File: src/rtl/xeng_acc_framer.sv
// Cuts a valid-qualified parallel sample stream into 2^SERIAL_ACC_LEN_BITS-sample accumulation windows with sync/last strobes.
// Latency: every output registered, exactly 1 cycle after its input sample.
// Backpressure: none; consumer must accept every cycle. Optional XENG_FRAMER_ZERO_FILL_EN pads mid-window gaps with zero samples.
module xeng_acc_framer #(
   parameter int SERIAL_ACC_LEN_BITS = 7,
   parameter int P_FACTOR_BITS       = 2,
   parameter int BITWIDTH            = 4,
   parameter int N_POLS              = 2,
   parameter int WIN_CNT_BITS        = 16,
   localparam int INPUT_WIDTH        = N_POLS * BITWIDTH * 2 * (1 << P_FACTOR_BITS)
) (
   input  logic                    clk,
   input  logic                    rst,
   input  logic                    ce,
   input  logic                    sync_in,
   input  logic                    valid_in,
   input  logic [INPUT_WIDTH-1:0]  din,
   output logic [INPUT_WIDTH-1:0]  dout,
   output logic                    valid_out,
   output logic                    sync_out,
   output logic                    last_out,
   output logic [WIN_CNT_BITS-1:0] win_cnt,
   output logic                    err_gap
);

   typedef enum logic [1:0] {
      S_IDLE = 2'd0,
      S_ARM  = 2'd1,
      S_RUN  = 2'd2
   } state_t;

   localparam logic [SERIAL_ACC_LEN_BITS-1:0] CNT_ZERO = '0;
   localparam logic [SERIAL_ACC_LEN_BITS-1:0] CNT_LAST = '1;

   state_t                         state;
   state_t                         state_nxt;
   logic [SERIAL_ACC_LEN_BITS-1:0] cnt;
   logic [SERIAL_ACC_LEN_BITS-1:0] cnt_nxt;
   logic [INPUT_WIDTH-1:0]         dout_nxt;
   logic                           valid_nxt;
   logic                           sync_nxt;
   logic                           last_nxt;
   logic [WIN_CNT_BITS-1:0]        win_nxt;
   logic                           err_nxt;

   logic                           cnt_zero;
   logic                           cnt_last;

   // The clock enable only exists for the Simulink model; the RTL runs every cycle.
   logic                           unused_ce;
   assign unused_ce = ce;

   assign cnt_zero = (cnt == CNT_ZERO);
   assign cnt_last = (cnt == CNT_LAST);

   // State register.
   always_ff @(posedge clk) begin
      if (rst) begin
         state <= S_IDLE;
      end else begin
         state <= state_nxt;
      end
   end

   // Next-state: sync arms the framer, the first valid sample starts RUN,
   // a sync without a sample in RUN falls back to waiting for one.
   always_comb begin
      state_nxt = state;
      case (state)
         S_IDLE: begin
            if (sync_in) begin
               state_nxt = valid_in ? S_RUN : S_ARM;
            end
         end
         S_ARM: begin
            if (valid_in) begin
               state_nxt = S_RUN;
            end
         end
         S_RUN: begin
            if (sync_in && !valid_in) begin
               state_nxt = S_ARM;
            end
         end
         default: begin
            state_nxt = S_IDLE;
         end
      endcase
   end

   // Output/next-datapath values for the registered outputs and sample counter.
   always_comb begin
      dout_nxt  = dout;
      valid_nxt = 1'b0;
      sync_nxt  = 1'b0;
      last_nxt  = 1'b0;
      cnt_nxt   = cnt;
      err_nxt   = err_gap;
      // The window index advances on the cycle after the last sample is shown.
      win_nxt   = last_out ? (win_cnt + WIN_CNT_BITS'(1)) : win_cnt;

      case (state)
         S_IDLE, S_ARM: begin
            if (sync_in) begin
               cnt_nxt = CNT_ZERO;
               win_nxt = '0;
            end
            // A sample arriving together with (or after) the arm pulse is sample 0.
            if (valid_in && (sync_in || (state == S_ARM))) begin
               dout_nxt  = din;
               valid_nxt = 1'b1;
               sync_nxt  = 1'b1;
               cnt_nxt   = CNT_ZERO + SERIAL_ACC_LEN_BITS'(1);
            end
         end
         S_RUN: begin
            if (sync_in) begin
               // Restart: the partial window is dropped without a last strobe.
               win_nxt = '0;
               if (!cnt_zero) begin
                  err_nxt = 1'b1;
               end
               if (valid_in) begin
                  dout_nxt  = din;
                  valid_nxt = 1'b1;
                  sync_nxt  = 1'b1;
                  cnt_nxt   = CNT_ZERO + SERIAL_ACC_LEN_BITS'(1);
               end else begin
                  cnt_nxt   = CNT_ZERO;
               end
            end else if (valid_in) begin
               dout_nxt  = din;
               valid_nxt = 1'b1;
               sync_nxt  = cnt_zero;
               last_nxt  = cnt_last;
               cnt_nxt   = cnt + SERIAL_ACC_LEN_BITS'(1);
            end else if (!cnt_zero) begin
               // Missing sample inside a window; a gap on a boundary is legal.
               err_nxt = 1'b1;
`ifdef XENG_FRAMER_ZERO_FILL_EN
               // Pad with a zero sample so window timing downstream is fixed.
               dout_nxt  = '0;
               valid_nxt = 1'b1;
               last_nxt  = cnt_last;
               cnt_nxt   = cnt + SERIAL_ACC_LEN_BITS'(1);
`endif
            end
         end
         default: begin
            cnt_nxt = CNT_ZERO;
         end
      endcase
   end

   // Output and counter registers.
   always_ff @(posedge clk) begin
      if (rst) begin
         cnt       <= '0;
         dout      <= '0;
         valid_out <= 1'b0;
         sync_out  <= 1'b0;
         last_out  <= 1'b0;
         win_cnt   <= '0;
         err_gap   <= 1'b0;
      end else begin
         cnt       <= cnt_nxt;
         dout      <= dout_nxt;
         valid_out <= valid_nxt;
         sync_out  <= sync_nxt;
         last_out  <= last_nxt;
         win_cnt   <= win_nxt;
         err_gap   <= err_nxt;
      end
   end

endmodule

File: config.mk
export PLATFORM = sky130hd
export DESIGN_NAME = xeng_acc_framer
export DESIGN_NICKNAME = d
export VERILOG_FILES = /design/src/rtl/xeng_acc_framer.sv
export SDC_FILE = /design/constraint.sdc
export NUM_CORES = 1
export LEC_CHECK = 0
export CAP_MARGIN = 5
export CELL_PAD_IN_SITES_DETAIL_PLACEMENT = 1
export CELL_PAD_IN_SITES_GLOBAL_PLACEMENT = 1
export CORE_ASPECT_RATIO = 0.75
export CORE_MARGIN = 2
export CORE_UTILIZATION = 30
export CTS_CLUSTER_SIZE = 20
export DETAILED_ROUTE_END_ITERATION = 8
export PLACE_DENSITY = 0.85
export SKIP_CTS_REPAIR_TIMING = 1
export SYNTH_ARGS = -nofsm -noshare
export SYNTH_HDL_FRONTEND = slang
export SYNTH_SLANG_ARGS = --single-unit
export TNS_END_PERCENT = 5
File: constraint.sdc
create_clock -name clk -period 1.8 [get_ports clk]
set_clock_uncertainty 0.1 [all_clocks]
set_input_delay 0.27 -clock clk [delete_from_list [all_inputs] [get_ports clk]]
set_output_delay 0.27 -clock clk [all_outputs]
set_load 0.01 [all_outputs]
# Word-level counts from Yosys, hierarchy flattened
# Cells that the tools add are included.
[totals]
register_bits = 93
in_bits = 69
output_inout_bits = 84
[classes]
addsub = 2
n_eq_ne = 11
mux = 26
bitwise_logic = 2
reduce_logical = 14
[ops]
columns = ["op", "count"]
rows = [
  ["64-bit 2-to-1 mux", 2],
  ["64-bit case mux with 2 select lines", 1],
  ["16-bit 2-to-1 mux", 3],
  ["7-bit 2-to-1 mux", 4],
  ["16-bit by 1-bit adder with 16-bit output (second input constant)", 1],
  ["7-bit case mux with 2 select lines", 1],
  ["2-bit inequality test (second input constant)", 6],
  ["1-bit 2-to-1 mux", 8],
  ["2-bit 2-to-1 mux", 4],
  ["7-bit by 1-bit adder with 7-bit output (second input constant)", 1],
  ["7-bit equality test (second input constant)", 1],
  ["7-bit logical NOT", 1],
  ["3-bit inequality test (second input constant)", 2],
  ["2-bit case mux with 3 select lines", 1],
  ["3-bit AND reduction", 2],
  ["1-bit case mux with 2 select lines", 2],
  ["2-bit AND reduction", 2],
  ["4-bit OR reduction", 1],
  ["3-bit OR reduction", 1],
  ["2-bit by 1-bit equality test with 1-bit output (second input constant)", 1],
  ["2-bit equality test (second input constant)", 1],
  ["1-bit logical AND", 2],
  ["2-bit logical NOT", 1],
  ["1-bit NOT", 2],
  ["other kinds (4)", 4],
]

# Logic depth before layout (Yosys ltp)
# Gate-level depths: netlist of the first run.
[depth]
depth_word = 5
mapped_depth = 7
ltp_nobuf = 5

# Worst setup path after synthesis of the first run
# OpenSTA, ideal clock, no wires.
[synth_timing]
kind = "register to register"
startpoint = "register last_out"
endpoint = "register win_cnt[13]"
arrival_time_ps = 1429
required_ps = 1630
slack_ps = 201
path_stages_with_launch = 6
n_path_buf = 1
synth_period_minus_slack_ps = 1599
cell_sequence = "dfxtp_1 buf_2 nand4_1 nor2_1 or4b_1 a21oi_1"
[synth_between]
elab_chain_cells = 3
[synth_rtl]
columns = ["item", "line", "rtl"]
rows = [
  ["from (decl)", "21", "output logic last_out,"],
  ["from (signal assigned)", "170", "last_out <= last_nxt;"],
  ["16-bit 2-to-1 mux (*)", "100", "win_nxt = last_out ? (win_cnt + WIN_CNT_BITS'(1)) : win_cnt;"],
  ["16-bit 2-to-1 mux", "104, 117", ""],
  ["16-bit 2-to-1 mux (*)", "n/a", ""],
  ["to (signal assigned)", "171", "win_cnt <= win_nxt;"],
  ["to (decl)", "22", "output logic [WIN_CNT_BITS-1:0] win_cnt,"],
]
# Mark *: on every way between the ends. The rest lies on a longest branch, timed or not.
# A chain may end at the register's enable or synchronous reset.

# Worst setup path after layout of the first run
[layout_timing]
startpoint = "register win_cnt[4]"
endpoint = "output port win_cnt[4]"
# No word-level cell between the ends.

==> metrics.yaml, run 1 <==
sta:
  timing.fmax_ghz: 0.574
  max_slew_margin_pct: 56.3
  fin_crit_sh_pct: 96.7
  setup_viol: 0
  tns_ns: 0
  layout_min_cycle_time_ns: 1.74
  tightest_slew_ns: 0.655
  hold_viol_final: 0
  slew_viol_final: 0
  timing.hold.ws_ns: 0.232
  rsz0062_at_grt: "no"
yosys:
  synth_ff_type: "dfxtp_1"
  synthTopCellsByArea: "dfxtp_1, nand2_1, a21oi_1, xor2_1, nor2_1"
  synth_top_area_share_pct: 52.6
  ys_seq_area_share_pct: 52.6
  async_flop_share_pct: 0
  ys_types: 35
  ys_warn_count: 0
  synth_seq_cells: 93
  syn_area_sq_um: 3540
  postSynthNetCount: 503
  synth_area_leader_cell: "dfxtp_1"
  syn_area_per_cell_sq_um: 8.22
  synth_cells: 431
  synth_edf_count: 0
critical_path:
  start_kind: "flop"
  critPathRequiredTime_ns: 1.43
  worst_ep_arrival_time_ns: 1.37
  cpPeakStageDelay_ns: 0.54
  end_kind: "output port"
  critPathBufInv: 2
  cp_slowest_cell: "clkdlybuf4s50_1"
  path_cells: "buf_4 > clkdlybuf4s50_1"
  critPathKind: "flop to output port"
  cp_max_fo: 5
  crit_family: "buffers and inverters"
clock_network:
  clockRootBuffer: "clkbuf_16"
  cts_max_path_buffers: 2
  clk_pin_slew_ns: 0.07
  clock_sinks: 93
  cts_tree: "built"
  clkLatencyLatePin_ns: 0.34
  htree_levels: 3
  cts_buffers: 9
floorplanning:
  start_util_pct: 30.6
  die_h_um: 98.1
  core-area_sq_um: 11600
  num_io_pins: 153
  fp-row-count: 34
  die_area_sq_um: 12700
  die_x_um: 129
final_layout:
  regArea_sq_um: 1860
  nets: 656
  multi_input_area_sq_um: 1520
  antenna_cells: 0
  area_delta_synth_final_pct: 57.7
  finish.utilization_pct: 48.2
  nFillCells: 1414
  finalInstanceArea_sq_um: 5580
  drive_above_1_share_pct: 6.79
  fin_cells: 751
detailed_routing:
  first_pass_iters: 4
  drt_iter0_drc: 132
  finalWirelength_um: 11000
  vias: 3474
  antenna_left: 0
  wire_per_inst_um: 14.6
  viasPerCell: 4.63
  drc_errors: 0
placement:
  dp_cells: 735
  io_buffers: 151
  postPlaceCellArea_sq_um: 5280
  dp_hpwl_um: 8190
  place_congestion: 0.785
power_and_ir_drop:
  seq_power_share_pct: 47.2
  clock_power_share_pct: 38.5
  p_leak_nw: 2.04
  p_sw_share_pct: 25.0
  p_int_mw: 3.50
  powerDensity_nw_per_um2: 836
  switchingPower_mw: 1.17
  ir_drop_mv: 0.548
  p_comb_share_pct: 14.3
grt:
  antenna_found_initial: 0
  grt_pass1_wl_um: 17500
  grt_use_total_pct: 17.3
  grt_pass1_vias: 3632
  grt_max_degree: 62
  grt.overflow.total: 0
run:
  maxCapViolations: 0
worst_hold_path:
  hold_path_class: "primary input to flop"
outcome:
  status: "complete, no violations"
==> metrics by stage <==
| step | power, mW | setup WS [ns] |
|---|---|---|
| finish | 4.67 | 0.0591 |
| global route | 4.90 | 0.000844 |
| CTS | 4.75 | -0.00870 |
| detailed placement | 2.92 | -0.173 |
| global placement | 2.90 | -0.102 |
| floorplan | 2.51 | 0.201 |
==> layout by cell type, fill, tap and decap left out, types with 2 or more instances in the layout <==
master and instances:
ha_1 3, and4_1 3, nand2_1 139, o21ai_0 6, dfxtp_1 92, xnor2_1 4
mux2i_1 3, clkbuf_16 9, clkdlybuf4s50_1 149, nand3_1 6, buf_12 3, inv_1 5
or3_1 3, nor3_1 3, a31oi_1 2, and3_1 4, nor2_1 24, o2111ai_1 4
nand4_1 5, nand2b_1 2, xor2_1 11, a21oi_1 70, buf_4 16, clkinvlp_4 3
==> path summary, 6_finish.rpt <==
check,start,end,slack [ns],cells after the start
min reg2reg,dout[61],dout[61],0.35,2
max,win_cnt[4],win_cnt[4],0.06,2
max reg2reg,state[1],win_cnt[15],0.09,4
min,rst,sync_out,0.23,3
==> cell usage after synthesis (all sizes together) (2+ instances only) <==
master,count
a31oi,2
a21oi,71
nor3,3
xor2,11
and4,3
dfxtp,93
nor2,24
buf,14
xnor2,4
and3,4
clkbuf,14
mux2i,3
nand2b,3
nand4,5
nand3,6
or3,3
inv,5
o21ai,6
ha,3
nand2,139
o2111ai,4
==> tightest hold or removal path: stages <==
cell,delay (ns)
buf_2,0.11
buf_4,0.18
a211oi_1,0.05
==> layer usage <==
| layer | routed length [um] | GRT usage, % |
|---|---|---|
| met5 | 0 | 0 |
| met4 | 274 | 6.62 |
| met3 | 686 | 5.42 |
| met2 | 5150 | 29.2 |
| met1 | 4840 | 20.5 |
==> sequential cells by signal, summed over array words and instances, names as in the netlist <==
register   cells
state          2
cnt            7
dout          64
last_out       1
valid_out      1
err_gap        1
sync_out       1
win_cnt       16
==> kinds of logic (layout without fill, tap and decap cells) <==
family,Yosys count,after routing,share of synthesized area (%)
AND/OR/NAND/NOR,195,195,23.0
adder cells (fa/ha/maj),4,4,1.34
XOR/XNOR,15,15,3.71
multiplexers,3,3,0.848
flip-flops,93,93,52.6
AO/OA/AOI/OAI,88,88,13.6
buffers and inverters,33,191,4.95
==> power groups by stage <==
stage	Sequential, mW	Clock [mW]	Combinational (mW)
after floorplan	2.28	0	0.228
after global placement	2.24	0	0.656
after detailed placement	2.25	0	0.673
after CTS	2.20	1.87	0.678
after global routing	2.21	1.96	0.731
final	2.20	1.80	0.670
==> layout make-up <==
cell class | instances | area share (%)
Sequential cell | 93 | 33.4
Timing Repair Buffer | 170 | 30.3
Clock inverter | 6 | 0.852
Tap cell | 162 | 3.63
Multi-Input combinational cell | 305 | 27.3
Inverter | 5 | 0.336
Clock buffer | 10 | 4.28
No activity file was read; power rests on OpenSTA's default activity.
==> inputs of run 2 (changes only) <==
--- a/config.mk
+++ b/config.mk
@@ -13,7 +13,8 @@
 export CORE_UTILIZATION = 30
 export CTS_CLUSTER_SIZE = 20
 export DETAILED_ROUTE_END_ITERATION = 8
-export PLACE_DENSITY = 0.85
+export HOLD_SLACK_MARGIN = 0.08
+export PLACE_DENSITY = 0.9
 export SKIP_CTS_REPAIR_TIMING = 1
 export SYNTH_ARGS = -nofsm -noshare
 export SYNTH_HDL_FRONTEND = slang
==> run 2 against run 1 <==
  * Maximum frequency shrank 1.3%
  * Sequential share of layout area shrank 0.14 points
  * Critical path type is now primary input to flop
  * Non-clock buffer count shrank 1
  * Utilization grew 0.21 points
  * Sequential power is essentially flat
  * Critical endpoint is now cnt[3]
==> metrics.yaml, run 2 (same netlist as run 1, synthesis figures left out) <==
final_layout:
  fin_cells: 750  # -0.13%
  antenna_cells: 0  # unchanged
  reg.largest.list: "dout x64, win_cnt x16, cnt x7"
  nFillCells: 1406  # -0.57%
  finalInstanceArea_sq_um: 5610  # +0.43%
  drive_above_1_share_pct: 6.80  # +0.012 points
  nets: 655  # -0.15%
  area_delta_synth_final_pct: 58.3
  layout_commonest_cell: "clkdlybuf4s50_1"
  layout.cells.most_common_list: "clkdlybuf4s50_1, nand2_1, dfxtp_1"
  regMostFlops: "dout"
  largest_reg_flops: 64  # unchanged
critical_path:
  worst_ep_arrival_time_ns: 1.89  # +0.52 ns
  cp_max_fo: 6  # +1
  cp_slowest_cell: "clkdlybuf4s50_1"
  start_kind: "primary input"
  end_kind: "flop"
  critPathRequiredTime_ns: 1.93  # +0.50 ns
  critPathKind: "primary input to flop"
  cpPeakStageDelay_ns: 0.51  # -0.03 ns
  path_cells: "clkdlybuf4s50_1 > maj3_1 > o2111ai_1 > xor2_1 > nor2_1"
grt:
  antenna_found_initial: 0  # unchanged
  grt.overflow.total: 0  # unchanged
  grt_max_degree: 54  # -13%
  grt_use_total_pct: 18.3  # +1.0 points
  grt_pass1_wl_um: 18500  # +5.8%
  grt_pass1_vias: 3709  # +2.1%
floorplanning:
  die_x_um: 129  # unchanged
  die_area_sq_um: 12700  # unchanged
  num_io_pins: 153  # unchanged
  core-area_sq_um: 11600  # unchanged
  start_util_pct: 30.6  # unchanged
  die_h_um: 98.1  # unchanged
  fp-row-count: 34  # unchanged
run:
  maxCapViolations: 0  # unchanged
clock_network:
  htree_levels: 3  # unchanged
  cts_max_path_buffers: 2  # unchanged
  cts_buffers: 9  # unchanged
  clkLatencyLatePin_ns: 0.34  # about the same
  cts_tree: "built"
  clock_sinks: 93  # unchanged
  clockRootBuffer: "clkbuf_16"
  clk_pin_slew_ns: 0.07  # about the same
worst_hold_path:
  hold_path_class: "primary input to flop"
detailed_routing:
  antenna_left: 0  # unchanged
  wire_per_inst_um: 15.3  # +4.7%
  drc_errors: 0  # unchanged
  vias: 3534  # +1.7%
  viasPerCell: 4.71  # +1.9%
  first_pass_iters: 4  # unchanged
  finalWirelength_um: 11500  # +4.6%
  drt_iter0_drc: 126  # -4.5%
sta:
  tightest_slew_ns: 0.553  # -0.103 ns
  finalWorstSetupSlack_ns: 0.0355  # -0.0236 ns
  layout_min_cycle_time_ns: 1.76  # +0.0236 ns
  setup_viol: 0  # unchanged
  fin_crit_sh_pct: 98.0  # +1.3 points
  timing.fmax_ghz: 0.567  # -1.3%
  hold_viol_final: 0  # unchanged
  max_slew_margin_pct: 63.2  # +6.8 points
  slew_viol_final: 0  # unchanged
  rsz0062_at_grt: "yes"
placement:
  postPlaceCellArea_sq_um: 5290  # about the same
  io_buffers: 151  # unchanged
  place_congestion: 0.816  # +4.0%
  dp_worst_setup_slack_ns: -0.222  # -0.0491 ns
  dp_cells: 734  # -0.14%
  dp_hpwl_um: 8770  # +7.1%
power_and_ir_drop:
  p_leak_nw: 2.03  # -0.20%
  ir_drop_mv: 0.469  # -14%
  powerDensity_nw_per_um2: 851  # +1.8%
outcome:
  status: "complete, no violations"
## run 2: final cells by class
type,count,area [sq um],share of cell area (%)
sequential,93,1860,33.2
timing repair buffer,169,1690,30.2
multi-input combinational,305,1530,27.3
clock buffer,10,239,4.26
tap,162,203,3.62
clock inverter,6,61.3,1.09
inverter,5,18.8,0.335
## run 2: worst max-delay path, delay by kind of cell
kind | cells | cell delay (ns)
buf+inv | 1 | 0.51
xor+xnor | 1 | 0.25
fa+ha+maj | 1 | 0.50
simple gates | 1 | 0.06
compound gates | 1 | 0.30
## run 2: per-layer routing
metal	part of all wire [%]	track usage (%)	up-vias
li1	-	-	1724
met1	42	21.7	1692
met2	50	31.9	99
met3	5.8	5.15	19
met4	2.1	5.62	0
met5	0	0	-
## run 2: through the flow
step	hold slack (ns)	util [%]	setup TNS [ns]	power, mW
finish	0.260	48.5	0	4.77
global route	0.289	48.5	-0.0397	5.00
CTS	0.257	48.3	-0.0125	4.84
detailed placement	0.350	45.7	-7.93	2.94
global placement	0.342	45.7	-3.51	2.90
floorplan	0.306	-	0	2.51
## run 2: final timing paths
kind	startpoint	end	slack [ns]	cells past startpoint
hold reg to reg	dout[35]	dout[35]	0.36	2
hold / removal	rst	win_cnt[15]	0.26	4
setup reg to reg	win_cnt[6]	win_cnt[13]	0.07	4
setup / recovery	valid_in	cnt[3]	0.04	5
## run 2: where the power goes
group | total (mW) | switching (mW) | leakage (nW) | internal [mW]
logic | 0.679 | 0.306 | 1.12 | 0.374
registers | 2.20 | 0.0525 | 0.759 | 2.15
clock network | 1.89 | 0.780 | 0.149 | 1.11
